File: config.mk
export PLATFORM = sky130hd
export DESIGN_NAME = camo_prio_intc
export DESIGN_NICKNAME = d
export VERILOG_FILES = /design/src/rtl/camo_intc_pkg.sv /design/src/rtl/camo_cell2.sv /design/src/rtl/camo_prio_intc.sv
export SDC_FILE = /design/constraint.sdc
export NUM_CORES = 1
export LEC_CHECK = 0
export CORE_ASPECT_RATIO = 0.7
export CORE_MARGIN = 1.5
export CORE_UTILIZATION = 35
export CTS_CLUSTER_SIZE = 12
export DETAILED_ROUTE_END_ITERATION = 8
export PLACE_DENSITY = 0.69
export SLEW_MARGIN = 0
export SYNTH_ARGS = -nofsm -noshare
export SYNTH_HDL_FRONTEND = slang
export SYNTH_HIERARCHICAL = 1
export SYNTH_SLANG_ARGS = --single-unit
export TNS_END_PERCENT = 100
File: constraint.sdc
create_clock -name clk -period 1.9 [get_ports clk]
set_input_delay 0.285 -clock clk [delete_from_list [all_inputs] [get_ports clk]]
set_output_delay 0.285 -clock clk [all_outputs]
set_load 0.02 [all_outputs]
File: src/rtl/camo_intc_pkg.sv
// Shared types and the lowest-set-bit encoder for the camouflaged priority interrupt controller.
package camo_intc_pkg;

  typedef enum logic [1:0] {
    CAMO_AND = 2'b00,
    CAMO_OR  = 2'b01,
    CAMO_XOR = 2'b10,
    CAMO_NOR = 2'b11
  } camo_fn_e;

  typedef enum logic {
    IDLE    = 1'b0,
    PRESENT = 1'b1
  } fsm_e;

  // Widest request vector the encoder supports; callers zero-extend into it.
  localparam int MAX_N = 64;

  function automatic int lowest_set(input logic [MAX_N-1:0] v);
    int idx;
    idx = 0;
    for (int i = MAX_N - 1; i >= 0; i--) begin
      if (v[i]) idx = i;
    end
    return idx;
  endfunction

endpackage

File: src/rtl/camo_cell2.sv
// Key-selected camouflaged mask cell; only select 00 (AND) yields the intended gating.
module camo_cell2
  import camo_intc_pkg::*;
(
  input  logic [1:0] sel,
  input  logic       a,
  input  logic       b,
  output logic       y
);

  always_comb begin
    y = a & b;
    case (sel)
      CAMO_AND: y = a & b;
      CAMO_OR:  y = a | b;
      CAMO_XOR: y = a ^ b;
      CAMO_NOR: y = ~(a | b);
      default:  y = a & b;
    endcase
  end

endmodule

File: src/rtl/camo_prio_intc.sv
// Pending-latch, camouflaged mask, fixed-priority arbiter with valid/ready handshake.
// Define CAMO_KEY_EN to build the serial key path; otherwise the mask is hardwired to AND.
module camo_prio_intc
  import camo_intc_pkg::*;
#(
  parameter int NUM_BUS    = 3,
  parameter int CH_PER_BUS = 9,
  parameter int ID_W       = $clog2(NUM_BUS * CH_PER_BUS),
  parameter int KEY_W      = 2 * NUM_BUS
) (
  input  logic                             clk,
  input  logic                             rst_n,
  input  logic [NUM_BUS*CH_PER_BUS-1:0]    req,
  input  logic [NUM_BUS*CH_PER_BUS-1:0]    en,
  output logic                             irq_valid,
  output logic [ID_W-1:0]                  irq_id,
  input  logic                             irq_ready,
  output logic [NUM_BUS-1:0]               bus_active,
  input  logic                             key_sin,
  input  logic                             key_shift,
  input  logic                             key_commit
);

  localparam int N = NUM_BUS * CH_PER_BUS;

  fsm_e              state_q, state_d;
  logic              valid_q, valid_d;
  logic [ID_W-1:0]   id_q, id_d;
  logic [N-1:0]      pending_q, pending_d, masked, clr;
  logic [NUM_BUS-1:0] bus_q, bus_d;
  logic [KEY_W-1:0]  key_sel;
  logic [ID_W-1:0]   winner;
  logic              any_masked, accept, commit_ok;

  for (genvar b = 0; b < NUM_BUS; b++) begin : g_bus
    for (genvar c = 0; c < CH_PER_BUS; c++) begin : g_ch
      camo_cell2 u_cell (
        .sel (key_sel[2*b +: 2]),
        .a   (pending_q[b*CH_PER_BUS + c]),
        .b   (en[b*CH_PER_BUS + c]),
        .y   (masked[b*CH_PER_BUS + c])
      );
    end
    assign bus_d[b] = |masked[b*CH_PER_BUS +: CH_PER_BUS];
  end

  assign any_masked = |masked;
  assign winner     = ID_W'(lowest_set(MAX_N'(masked)));
  assign clr        = accept ? (N'(1) << id_q) : '0;
  // A fresh request outranks the clear of the id being accepted.
  assign pending_d  = req | (pending_q & ~clr);

  always_comb begin
    state_d   = state_q;
    valid_d   = valid_q;
    id_d      = id_q;
    accept    = 1'b0;
    commit_ok = 1'b0;
    case (state_q)
      IDLE: begin
        if (any_masked) begin
          id_d    = winner;
          valid_d = 1'b1;
          state_d = PRESENT;
        end else begin
          commit_ok = 1'b1;
        end
      end
      PRESENT: begin
        if (irq_ready) begin
          accept  = 1'b1;
          valid_d = 1'b0;
          state_d = IDLE;
        end
      end
      default: state_d = IDLE;
    endcase
  end

  always_ff @(posedge clk or negedge rst_n) begin
    if (!rst_n) begin
      state_q   <= IDLE;
      valid_q   <= 1'b0;
      id_q      <= '0;
      pending_q <= '0;
      bus_q     <= '0;
    end else begin
      state_q   <= state_d;
      valid_q   <= valid_d;
      id_q      <= id_d;
      pending_q <= pending_d;
      bus_q     <= bus_d;
    end
  end

`ifdef CAMO_KEY_EN
  logic [KEY_W-1:0] key_sr_q, key_sr_d, key_act_q, key_act_d;

  // Commit takes the pre-shift register so shift+commit in one cycle is well defined.
  assign key_sr_d  = key_shift ? {key_sr_q[KEY_W-2:0], key_sin} : key_sr_q;
  assign key_act_d = (key_commit && commit_ok) ? key_sr_q : key_act_q;

  always_ff @(posedge clk or negedge rst_n) begin
    if (!rst_n) begin
      key_sr_q  <= '0;
      key_act_q <= '0;
    end else begin
      key_sr_q  <= key_sr_d;
      key_act_q <= key_act_d;
    end
  end

  assign key_sel = key_act_q;
`else
  logic unused_key;
  assign key_sel    = '0;
  assign unused_key = ^{key_sin, key_shift, key_commit, commit_ok};
`endif

  assign irq_valid  = valid_q;
  assign irq_id     = id_q;
  assign bus_active = bus_q;

endmodule

# --- After elaboration in Yosys (flattened, before gate mapping) ---
# Index checks and enable logic that the tools add are counted.
word_totals:
  ff_bits: 37
  input_bits: 60
  output_inout_bits: 9
  elab_cells: 81
op_classes:
  n_eq_ne: 2
  shifts: 1
  muxes: 36
  bitwise_logic: 31
  n_reduce_logical: 6
ops:
  columns: ["cell", "count"]
  rows:
  - ["two-way mux 5 bit", 27]
  - ["AND 1 bit", 27]
  - ["AND 27 bit", 1]
  - ["two-way mux 27 bit", 1]
  - ["inverter 27 bit", 1]
  - ["bitwise OR 27 bit", 1]
  - ["OR reduction 27 bit", 1]
  - ["OR reduction 9 bit", 3]
  - ["<< shifter 1 x 5 -> 27 bit, first input constant", 1]
  - ["two-way mux 1 bit", 6]
  - ["inequality test 2 bit, second input constant", 2]
  - ["one-hot mux 1 bit (2 select lines)", 2]
  - ["AND reduction 2 bit", 2]
  - ["inverter 1 bit", 1]

# --- Depth between registers and ports, before layout ---
# Gate-level depths: netlist of run 1.
depth:
  ltp_word: 28
  mapped_depth: 9
  mapped_depth_nobuf: 9

# --- Hierarchy ---
# The synthesis of run 1 kept the hierarchy.
by_module_without_submodules:
  columns: ["module", "instances", "cells_each", "area_per_inst_um2", "seq_area_each_um2"]
  rows:
  - ["camo_prio_intc", 1, 184, 1761.7, 925.9]
  - ["camo_cell2", 27, 7, 61.3, 0.0]

# --- Worst setup path after synthesis of run 1 ---
# OpenSTA, ideal clock, no wires.
synth_path:
  path_kind: "register -> register"
  from: "reg pending_q[23]"
  to: "reg id_q[1], in the netlist irq_id[1]"
  setup_time_ps: 121
  t_arrival_ps: 1955
  required_ps: 1779
  slack_ps: -176
  stages_incl_launch_ff: 9
  path_buffers: 0
  synth_period_minus_slack_ps: 2076
  cell_sequence: "dfrtp_1 ha_1 mux2i_1 mux2i_1 or4_4 a21o_1 a311oi_2 o41ai_1 a22o_1"
synth_between:
  elab_chain_len: 25
  elab_cells_between_ends: 27
  classes_between: "mux (24); bitwise (1); reduce/logical (2)"
synth_lines:
  columns: ["element", "line", "rtl"]
  rows:
  - ["from (decl)", "camo_prio_intc.sv:29", "logic [N-1:0] pending_q, pending_d, masked, clr;"]
  - ["from (signal assigned)", "camo_prio_intc.sv:91", "pending_q <= pending_d;"]
  - ["AND 1 bit *", null, null]
  - ["net masked[23]", "camo_prio_intc.sv:29", null]
  - ["two-way mux 5 bit (24 in series)", "camo_intc_pkg.sv:23", "if (v[i]) idx = i;"]
  - ["to (signal assigned)", "camo_prio_intc.sv:90", "id_q <= id_d;"]
  - ["to (decl)", "camo_prio_intc.sv:28", "logic [ID_W-1:0] id_q, id_d;"]
# Mark *: on every way through the listed nets, which the timed path passes. The rest lies on a longest branch.
# A chain may end at the register's enable or synchronous reset.

# --- Worst setup path in the final report of run 1 ---
layout_path:
  from: "reg pending_q[22]"
  to: "reg id_q[1], in the netlist irq_id[1]"
layout_between:
  elab_chain_len: 24
  elab_cells_between_ends: 26
  classes_between: "mux (23); bitwise (1); reduce/logical (2)"
layout_lines:
  columns: ["element", "line"]
  rows:
  - ["AND 1 bit *", null]
  - ["net masked[22]", "camo_prio_intc.sv:29"]
  - ["two-way mux 5 bit (23 in series)", "camo_intc_pkg.sv:23"]
# Marks and branches as above.

==> results.tsv, run 1 <==
metric	value	unit
FILL cells	828	
Yosys reg bits	37	
clk_lat worst skew	290	ps
period utilization	116	%
Num Clock Sinks	37	
Critical Path Sink Type	flip-flop	
crit path DAT	2380	ps
routing usage on met2	32.8	%
met1 GRT Util	23.4	%
DP HPWL	7.36	mm
gr ovfl total	0	
share of layout cells above drive strength 1	19.4	%
GR peak layer	met2	
top post-synthesis cells by area	dfrtp_1, ha_1, mux2i_1	
P_leak	2.90	nW
drt drc	0	
Top FF cell, synth	dfrtp_1	
vias	3192	
EDFF count, synth	0	
Die W	121	um
Cell Area, Synth	3420	um2
number of global-route vias before repair	3334	
WP data required	2070	ps
min Tclk post-route	2210	ps
Yosys top cell by area	dfrtp_1	
area delta synth->final	57.7	%
Slew @ Worst Pin	548	ps
die area	10400	um2
Final Power	3.61	mW
Post-Syn Instances	373	
fin cells	723	
initial antenna violation count	0	
most frequent cells in the layout	conb_1, buf_4, inv_1, clkdlybuf4s50_1, mux2i_1	
Routed Antenna Nets	0	
failing checks	negative setup slack	
clk buf depth	2	
first-pass GRT wire length	15.0	mm
GRT Util Overall	18.3	%
placed cells	707	
# IOs	69	
Synth top area share	27.1	%
synth warn	6	
routability cong.	0.899	
DR vias/cell	4.41	
Slew Viols, Final	0	
Synth cell types	38	
Initial Utilization	36.9	%
RSZ-0062 raised after global routing	yes	
final setup fails	8	
clk_skew	8.00	ps
asr flop ratio synth	100	%
wire length per cell	12.8	um
Final Hold Vio Count	0	
IO buf count	65	
max-cap violations	0	
Avg Cell Area, Syn	9.16	um2
register clock-pin slew on the reported worst setup and hold paths	60	ps
largest net degree at the start of global routing	38	
Core Region	9250	um2
Achievable Freq	452	MHz
Pwr Density	669	nW/um2
most common cell after layout, fill and taps aside	conb_1	
Final WS setup	-312	ps
crit start category	flip-flop	
# H-tree levels	2	
status	finished with violations	
grt met3 use	3.39	%
first-pass iteration count of the detailed router	4	
peak fanout along the critical path	3	
n_diodes	0	
Root Driver	clkbuf_16	
sequential fraction of the synthesis area	27.1	%
# rows	29	
NumNets Final	712	
final WL	9.24	mm
Setup Crit Path Kind	flip-flop to flip-flop	
peak supply drop	0.000687	V
Hold/Removal Path Class	input pin to async pin	
die height	85.7	um
TritonCTS clock tree	yes	
drt first-iter violations	110	
Rel. slew slack	63.5	%
TritonCTS Buffers	5	
[flip-flops by register name, summed over array words and instances (netlist names)]
register    count
bus_active      3
state_q         1
irq_id          5
pending_q      27
irq_valid       1
[routing by layer]
metal | vias up | part of all wire [%]
met1 | 1485 | 45
li1 | 1626 | -
met3 | 9 | 5.7
met4 | 0 | 0.67
met5 | - | 0
met2 | 72 | 48
[Yosys cell counts (all sizes together), types with 2 or more instances]
| cell | count |
|---|---|
| ha | 54 |
| nand3 | 3 |
| a211oi | 2 |
| nand2 | 30 |
| nor2 | 15 |
| nand2b | 4 |
| dfrtp | 37 |
| or4 | 3 |
| a22o | 2 |
| a41oi | 2 |
| inv | 60 |
| a21o | 27 |
| clkbuf | 4 |
| xor2 | 27 |
| mux2i | 54 |
| and2 | 2 |
| nor3 | 10 |
| o21ai | 5 |
| nor4 | 5 |
| a21oi | 9 |
| nor2b | 5 |
[power breakdown]
group	total, mW	internal [mW]	leakage, nW	switching (mW)
Combinational	1.55	0.786	2.47	0.768
Sequential	1.05	0.887	0.350	0.161
Clock	1.00	0.655	0.0831	0.347
[repair_timing]
item                                    CTS  global route
buffers inserted                          6             3
pin swaps                                 8            15
gates cloned                              0             0
resized for setup                        13            26
endpoints found under the setup margin    9            10
endpoints found under the hold margin     0             0
hold buffers                              0             0
[area by class of cell]
cell class                      instances  area [um2]  share of cell area [%]
Sequential cell                        37         926                    17.2
Inverter                               60         225                    4.18
Clock buffer                            6         139                    2.58
Timing Repair Buffer                  142        1230                    22.8
Clock inverter                          2        37.5                   0.697
Tap cell                              124         155                    2.88
Multi-Input combinational cell        352        2680                    49.7
[final timing paths]
path | cells after the start | startpoint | to | slack [ps]
hold reg to reg | 2 | irq_id[4] | irq_id[4] | 580
setup / recovery | 8 | pending_q[22] | irq_id[1] | -310
min in group clk | 2 | req[10] | pending_q[10] | 560
max in group asynchronous | 2 | rst_n | state_q | 1450
hold / removal | 2 | rst_n | pending_q[10] | 70
setup reg to reg | 8 | pending_q[22] | irq_id[1] | -310
[through the flow]
stage / setup WS, ps / cell area, um2 / hold WS, ps / util (%) / setup TNS, ps
floorplan: -163 / 3720 / -10.6 / - / -263
global placement: -602 / 5030 / 385 / 54.3 / -4020
detailed placement: -660 / 5030 / 385 / 54.3 / -4410
CTS: -308 / 5280 / 81.7 / 57.1 / -1560
global route: -349 / 5390 / 104 / 58.2 / -1950
finish: -312 / 5390 / 66.3 / 58.2 / -1170
[worst max-delay path, stage by stage, from the launching register on]
cell	delay, ps
dfrtp_1	390
ha_2	170
mux2i_1	130
mux2i_1	150
or4_4	510
a21o_1	180
a311oi_2	260
o41ai_2	100
a22o_1	210
[cell families (layout without fill, tap and decap cells)]
| group | Yosys count | after routing | synth area share [%] |
|---|---|---|---|
| other | 1 | 81 | 0.110 |
| adder cells (fa/ha/maj) | 54 | 54 | 19.8 |
| AO/OA/AOI/OAI | 54 | 54 | 11.4 |
| buffers and inverters | 64 | 210 | 7.03 |
| AND/OR/NAND/NOR | 82 | 82 | 11.9 |
| XOR/XNOR | 27 | 27 | 6.92 |
| flip-flops | 37 | 37 | 27.1 |
| multiplexers | 54 | 54 | 15.8 |
Note: power is estimated with default switching activity, not from simulation.
==> inputs of run 2 (changes only) <==
--- a/config.mk
+++ b/config.mk
@@ -10,7 +10,7 @@
 export CORE_UTILIZATION = 35
 export CTS_CLUSTER_SIZE = 12
 export DETAILED_ROUTE_END_ITERATION = 8
-export PLACE_DENSITY = 0.69
+export PLACE_DENSITY = 0.59
 export SLEW_MARGIN = 0
 export SYNTH_ARGS = -nofsm -noshare
 export SYNTH_HDL_FRONTEND = slang
==> run 2 against run 1 <==
Die area stayed put. Clock skew increased by 1.3 ps. Setup slack worse by 26 ps. Clock power down 12%. Sequential power is essentially flat. Highest routed layer unchanged. The run still ends with negative setup slack left. Sequential share of layout area decreased by 0.064 points. Maximum frequency decreased by 1.1%. Hold slack lost 2.6 ps.
==> results.tsv, run 2 (same netlist as run 1, synthesis figures left out) <==
metric	value	unit	change
peak fanout along the critical path	2		was 3
P_leak	2.93	nW	was 2.90 nW
DR vias/cell	4.31		was 4.41
final WL	8.60	mm	was 9.24 mm
fin cells	728		was 723
crit start category	flip-flop		unchanged
Switching Power	1.26	mW	was 1.28 mW
Rel. slew slack	64.2	%	was 63.5%
crit path DAT	2420	ps	was 2380 ps
Final TNS setup	-1570	ps	was -1170 ps
routability cong.	0.858		was 0.899
clk_skew	9.34	ps	was 8.00 ps
Die W	121	um	unchanged
TritonCTS Buffers	5		unchanged
failing checks	negative setup slack		unchanged
max-cap violations	0		unchanged
Setup Crit Path Kind	flip-flop to flip-flop		unchanged
first-pass iteration count of the detailed router	5		was 4
# rows	29		unchanged
Hold Slack	63.7	ps	was 66.3 ps
FILL cells	829		was 828
clk buf depth	2		unchanged
die height	85.7	um	unchanged
drt first-iter violations	112		was 110
peak supply drop	0.000527	V	was 0.000687 V
RSZ-0062 raised after global routing	yes		unchanged
clock power share	25.6	%	was 27.8%
period utilization	118	%	was 116%
most common cell after layout, fill and taps aside	conb_1		unchanged
Final Hold Vio Count	0		unchanged
DP HPWL	6.83	mm	was 7.36 mm
Routed Antenna Nets	0		unchanged
Num Clock Sinks	37		unchanged
area of the multi-input gates	2680	um2	about the same
drt drc	0		unchanged
NumNets Final	717		was 712
first-pass GRT wire length	14.2	mm	was 15.0 mm
max reg flops	27		unchanged
vias	3140		was 3192
Final WS setup	-338	ps	was -312 ps
initial antenna violation count	0		unchanged
sw frac	36.5	%	was 35.4%
# IOs	69		unchanged
status	finished with violations		unchanged
Root Driver	clkbuf_16		unchanged
number of global-route vias before repair	3154		was 3334
sequential power share	30.6	%	was 29.1%
GRT Util Overall	17.3	%	was 18.3%
most frequent cells in the layout	conb_1, buf_4, inv_1, clkdlybuf4s50_1, ha_1		was conb_1, buf_4, inv_1, clkdlybuf4s50_1, mux2i_1
Critical Path Sink Type	flip-flop		unchanged
wire length per cell	11.8	um	was 12.8 um
placed cells	705		was 707
die area	10400	um2	unchanged
utilization after layout	58.5	%	was 58.2%
final setup fails	8		unchanged
TritonCTS clock tree	yes		unchanged
n_diodes	0		unchanged
# H-tree levels	2		unchanged
gr ovfl total	0		unchanged
Comb pwr share	43.9	%	was 43.1%
Slew Viols, Final	0		unchanged
clk_lat worst skew	290	ps	about the same
Achievable Freq	447	MHz	was 452 MHz
Pwr Density	637	nW/um2	was 669 nW/um2
area delta synth->final	58.3	%	was 57.7%
hold buffer count at CTS	0		unchanged
share of layout cells above drive strength 1	19.7	%	was 19.4%
min Tclk post-route	2240	ps	was 2210 ps
Seq. cell area	926	um2	unchanged
Hold/Removal Path Class	input pin to async pin		unchanged
Slew @ Worst Pin	537	ps	was 548 ps
Internal Power	2.19	mW	was 2.33 mW
Initial Utilization	36.9	%	unchanged
largest net degree at the start of global routing	38		unchanged
Core Region	9250	um2	unchanged
Biggest register	pending_q		unchanged
IO buf count	65		unchanged
Place WS	-695	ps	was -660 ps
register clock-pin slew on the reported worst setup and hold paths	70	ps	was 60 ps
WP data required	2080	ps	was 2070 ps
reg2reg path depth	8		unchanged
==> run 2: cell type report <==
| class | count | share of cell area (%) |
|---|---|---|
| timing repair buffer | 147 | 23.4 |
| clock buffer | 6 | 2.57 |
| tap | 124 | 2.87 |
| inverter | 60 | 4.16 |
| sequential | 37 | 17.1 |
| multi-input combinational | 352 | 49.6 |
| clock inverter | 2 | 0.254 |
==> run 2: through the flow <==
step	power (mW)	area (um2)
detailed placement	2.46	5010
global route	3.67	5410
floorplan	1.73	3720
finish	3.45	5410
CTS	3.43	5300
global placement	2.44	5010
==> run 2: critical path, stage by stage, from the launching register on <==
cell and delay (ps):
dfrtp_1 390, ha_2 180, mux2i_1 130, mux2i_1 120, or4_4 560, a21o_1 180, a311oi_2 270, o41ai_2 100
a22o_1 190
==> run 2: power groups by stage <==
stage | clock, mW | sequential [mW] | combinational, mW
6_report | 0.882 | 1.05 | 1.51
2_1_floorplan | 0 | 1.04 | 0.695
3_3_place_gp | 0 | 1.05 | 1.39
3_5_place_dp | 0 | 1.06 | 1.40
5_1_grt | 0.934 | 1.07 | 1.67
4_1_cts | 0.909 | 1.05 | 1.47
==> run 2: timing repair <==
action,4_1_cts,5_1_grt
setup endpoints to repair,9,9
buffers inserted,10,7
pin swaps,14,11
resized for setup,25,16
==> run 2: worst paths after layout <==
| kind | start | end | slack [ps] |
|---|---|---|---|
| setup / recovery | pending_q[22] | irq_id[1] | -340 |
| hold / removal | rst_n | pending_q[17] | 60 |
| setup reg to reg | pending_q[22] | irq_id[1] | -340 |
| hold reg to reg | pending_q[0] | pending_q[0] | 510 |
| max in group asynchronous | rst_n | pending_q[18] | 1460 |
| min in group clk | pending_q[0] | pending_q[0] | 510 |
==> run 2: layer usage <==
layer  global-route usage (%)  wire, um
met1                     23.3      4270
met2                     29.1      3800
met3                     3.26       493
met4                     3.42        44
met5                        0         0
==> inputs of run 3 (changes only) <==
--- a/config.mk
+++ b/config.mk
@@ -10,7 +10,7 @@
 export CORE_UTILIZATION = 35
 export CTS_CLUSTER_SIZE = 12
 export DETAILED_ROUTE_END_ITERATION = 8
-export PLACE_DENSITY = 0.59
+export PLACE_DENSITY_LB_ADDON = 0.12
 export SLEW_MARGIN = 0
 export SYNTH_ARGS = -nofsm -noshare
 export SYNTH_HDL_FRONTEND = slang
==> run 3 against run 2 <==
Maximum frequency rose by 0.45%. Cell count is 0.55% lower. Non-clock buffer count fell by 4. Largest power group unchanged. The run still ends with negative setup slack left. Clock power grew 25%. Wire length rose by 1.1%. Sequential cell count unchanged. Setup slack improved by 10 ps. Clock skew shrank 1.0 ps. Global-route usage about the same. Utilization shrank 0.12 points. Via count is 1.1% higher.
==> results.tsv, run 3 (same netlist as run 1, synthesis figures left out) <==
metric	value	unit	change
number of global-route vias before repair	3109		was 3154
Root Driver	clkbuf_16		unchanged
Achievable Freq	449	MHz	was 447 MHz
Seq. cell area	926	um2	unchanged
Hold/Removal Path Class	input pin to async pin		unchanged
DR vias/cell	4.39		was 4.31
FILL cells	835		was 829
clk_skew	8.29	ps	was 9.34 ps
area of the multi-input gates	2670	um2	was 2680 um2
# IOs	69		unchanged
Die W	121	um	unchanged
# rows	29		unchanged
Internal Power	2.41	mW	was 2.19 mW
Final Hold Vio Count	0		unchanged
most common cell after layout, fill and taps aside	conb_1		unchanged
Num Clock Sinks	37		unchanged
share of layout cells above drive strength 1	19.0	%	was 19.7%
Place WS	-655	ps	was -695 ps
drt drc	0		unchanged
Final WS setup	-328	ps	was -338 ps
die area	10400	um2	unchanged
vias	3175		was 3140
TritonCTS Buffers	5		unchanged
reg2reg path depth	10		was 8
Switching Power	1.25	mW	was 1.26 mW
period utilization	117	%	was 118%
Comb pwr share	41.2	%	was 43.9%
Setup Crit Path Kind	flip-flop to flip-flop		unchanged
peak supply drop	0.000463	V	was 0.000527 V
Slew @ Worst Pin	537	ps	about the same
first-pass GRT wire length	14.0	mm	was 14.2 mm
sequential power share	28.8	%	was 30.6%
Hold Slack	67.1	ps	was 63.7 ps
failing checks	negative setup slack		unchanged
Slew Viols, Final	0		unchanged
final setup fails	8		unchanged
n_diodes	0		unchanged
gr ovfl total	0		unchanged
RSZ-0062 raised after global routing	yes		unchanged
Initial Utilization	36.9	%	unchanged
wire length per cell	12.0	um	was 11.8 um
crit start category	flip-flop		unchanged
WP data required	2070	ps	was 2080 ps
Core Region	9250	um2	unchanged
hold buffer count at CTS	0		unchanged
P_leak	2.89	nW	was 2.93 nW
max-cap violations	0		unchanged
sw frac	34.2	%	was 36.5%
max reg flops	27		unchanged
Pwr Density	679	nW/um2	was 637 nW/um2
clock power share	30.0	%	was 25.6%
NumNets Final	713		was 717
peak fanout along the critical path	5		was 2
Rel. slew slack	64.2	%	about the same
largest net degree at the start of global routing	38		unchanged
initial antenna violation count	0		unchanged
final WL	8.70	mm	was 8.60 mm
# H-tree levels	2		unchanged
drt first-iter violations	114		was 112
DP HPWL	6.98	mm	was 6.83 mm
most frequent cells in the layout	conb_1, buf_4, inv_1, clkdlybuf4s50_1, mux2i_1		was conb_1, buf_4, inv_1, clkdlybuf4s50_1, ha_1
first-pass iteration count of the detailed router	4		was 5
IO buf count	65		unchanged
Critical Path Sink Type	flip-flop		unchanged
GRT Util Overall	17.3	%	about the same
die height	85.7	um	unchanged
crit path DAT	2400	ps	was 2420 ps
area delta synth->final	58.0	%	was 58.3%
TritonCTS clock tree	yes		unchanged
Routed Antenna Nets	0		unchanged
routability cong.	0.915		was 0.858
Biggest register	pending_q		unchanged
min Tclk post-route	2230	ps	was 2240 ps
clk_lat worst skew	290	ps	about the same
register clock-pin slew on the reported worst setup and hold paths	60	ps	was 70 ps
status	finished with violations		unchanged
clk buf depth	2		unchanged
utilization after layout	58.3	%	was 58.5%
==> run 3: changes by cell type in the layout (fill, tap and decap cells not counted), moves of 2 or more <==
cell / delta
ha_1: -2
a21oi_2: -2
clkdlybuf4s50_1: +4
buf_6: -2
ha_2: +2
bufinv_16: +2
dlygate4sd2_1: -3
a21oi_1: +2
buf_4: -2
==> run 3: repair_timing <==
action	CTS	global route
pin swaps	8	3
gates resized for setup	12	20
setup buffers	6	4
endpoints found under the setup margin	9	10
==> run 3: worst max-delay path: stages, from the launching register on <==
cell and delay, ps:
dfrtp_1 390, ha_2 180, mux2i_1 130, mux2i_1 120
buf_4 160, nor4_2 310, buf_4 190, a41oi_2 170
nor2_4 210, nor3_1 70, a22o_1 180
==> run 3: metal layers <==
| layer | global-route usage (%) | share of wire [%] |
|---|---|---|
| met4 | 3.74 | 0.89 |
| met2 | 28.2 | 43 |
| met5 | 0 | 0 |
| met1 | 23.3 | 50 |
| met3 | 4.12 | 5.4 |
==> run 3: metrics by stage <==
stage          cells  total power, mW  cell area (um2)  TNS, ps
2_1_floorplan    453             1.73             3720     -263
3_3_place_gp     706             2.47             5020    -4290
3_5_place_dp     706             2.49             5020    -4520
4_1_cts          720             3.63             5280    -1350
5_1_grt          724             3.89             5400    -2640
6_report         724             3.66             5400    -2030
==> run 3: area by class of cell <==
cell class | instances | area share [%]
clock inverter | 3 | 1.21
inverter | 60 | 4.17
multi-input combinational | 352 | 49.5
clock buffer | 5 | 2.32
sequential | 37 | 17.2
timing repair buffer | 143 | 22.8
tap | 124 | 2.87
==> run 3: worst paths after layout <==
path	start	end	slack, ps
min in group clk	pending_q[20]	pending_q[20]	520
worst max-delay path	pending_q[22]	irq_id[1]	-330
max in group asynchronous	rst_n	pending_q[14]	1470
worst min-delay path	rst_n	pending_q[16]	70
worst min register to register	pending_q[20]	pending_q[20]	520
worst max register to register	pending_q[22]	irq_id[1]	-330
==> run 3: power by group through the flow <==
stage               clock [mW]  sequential (mW)  combinational [mW]
global route              1.16             1.07                1.66
floorplan                    0             1.04               0.695
detailed placement           0             1.06                1.42
finish                    1.10             1.06                1.51
global placement             0             1.07                1.40
CTS                       1.13             1.05                1.45
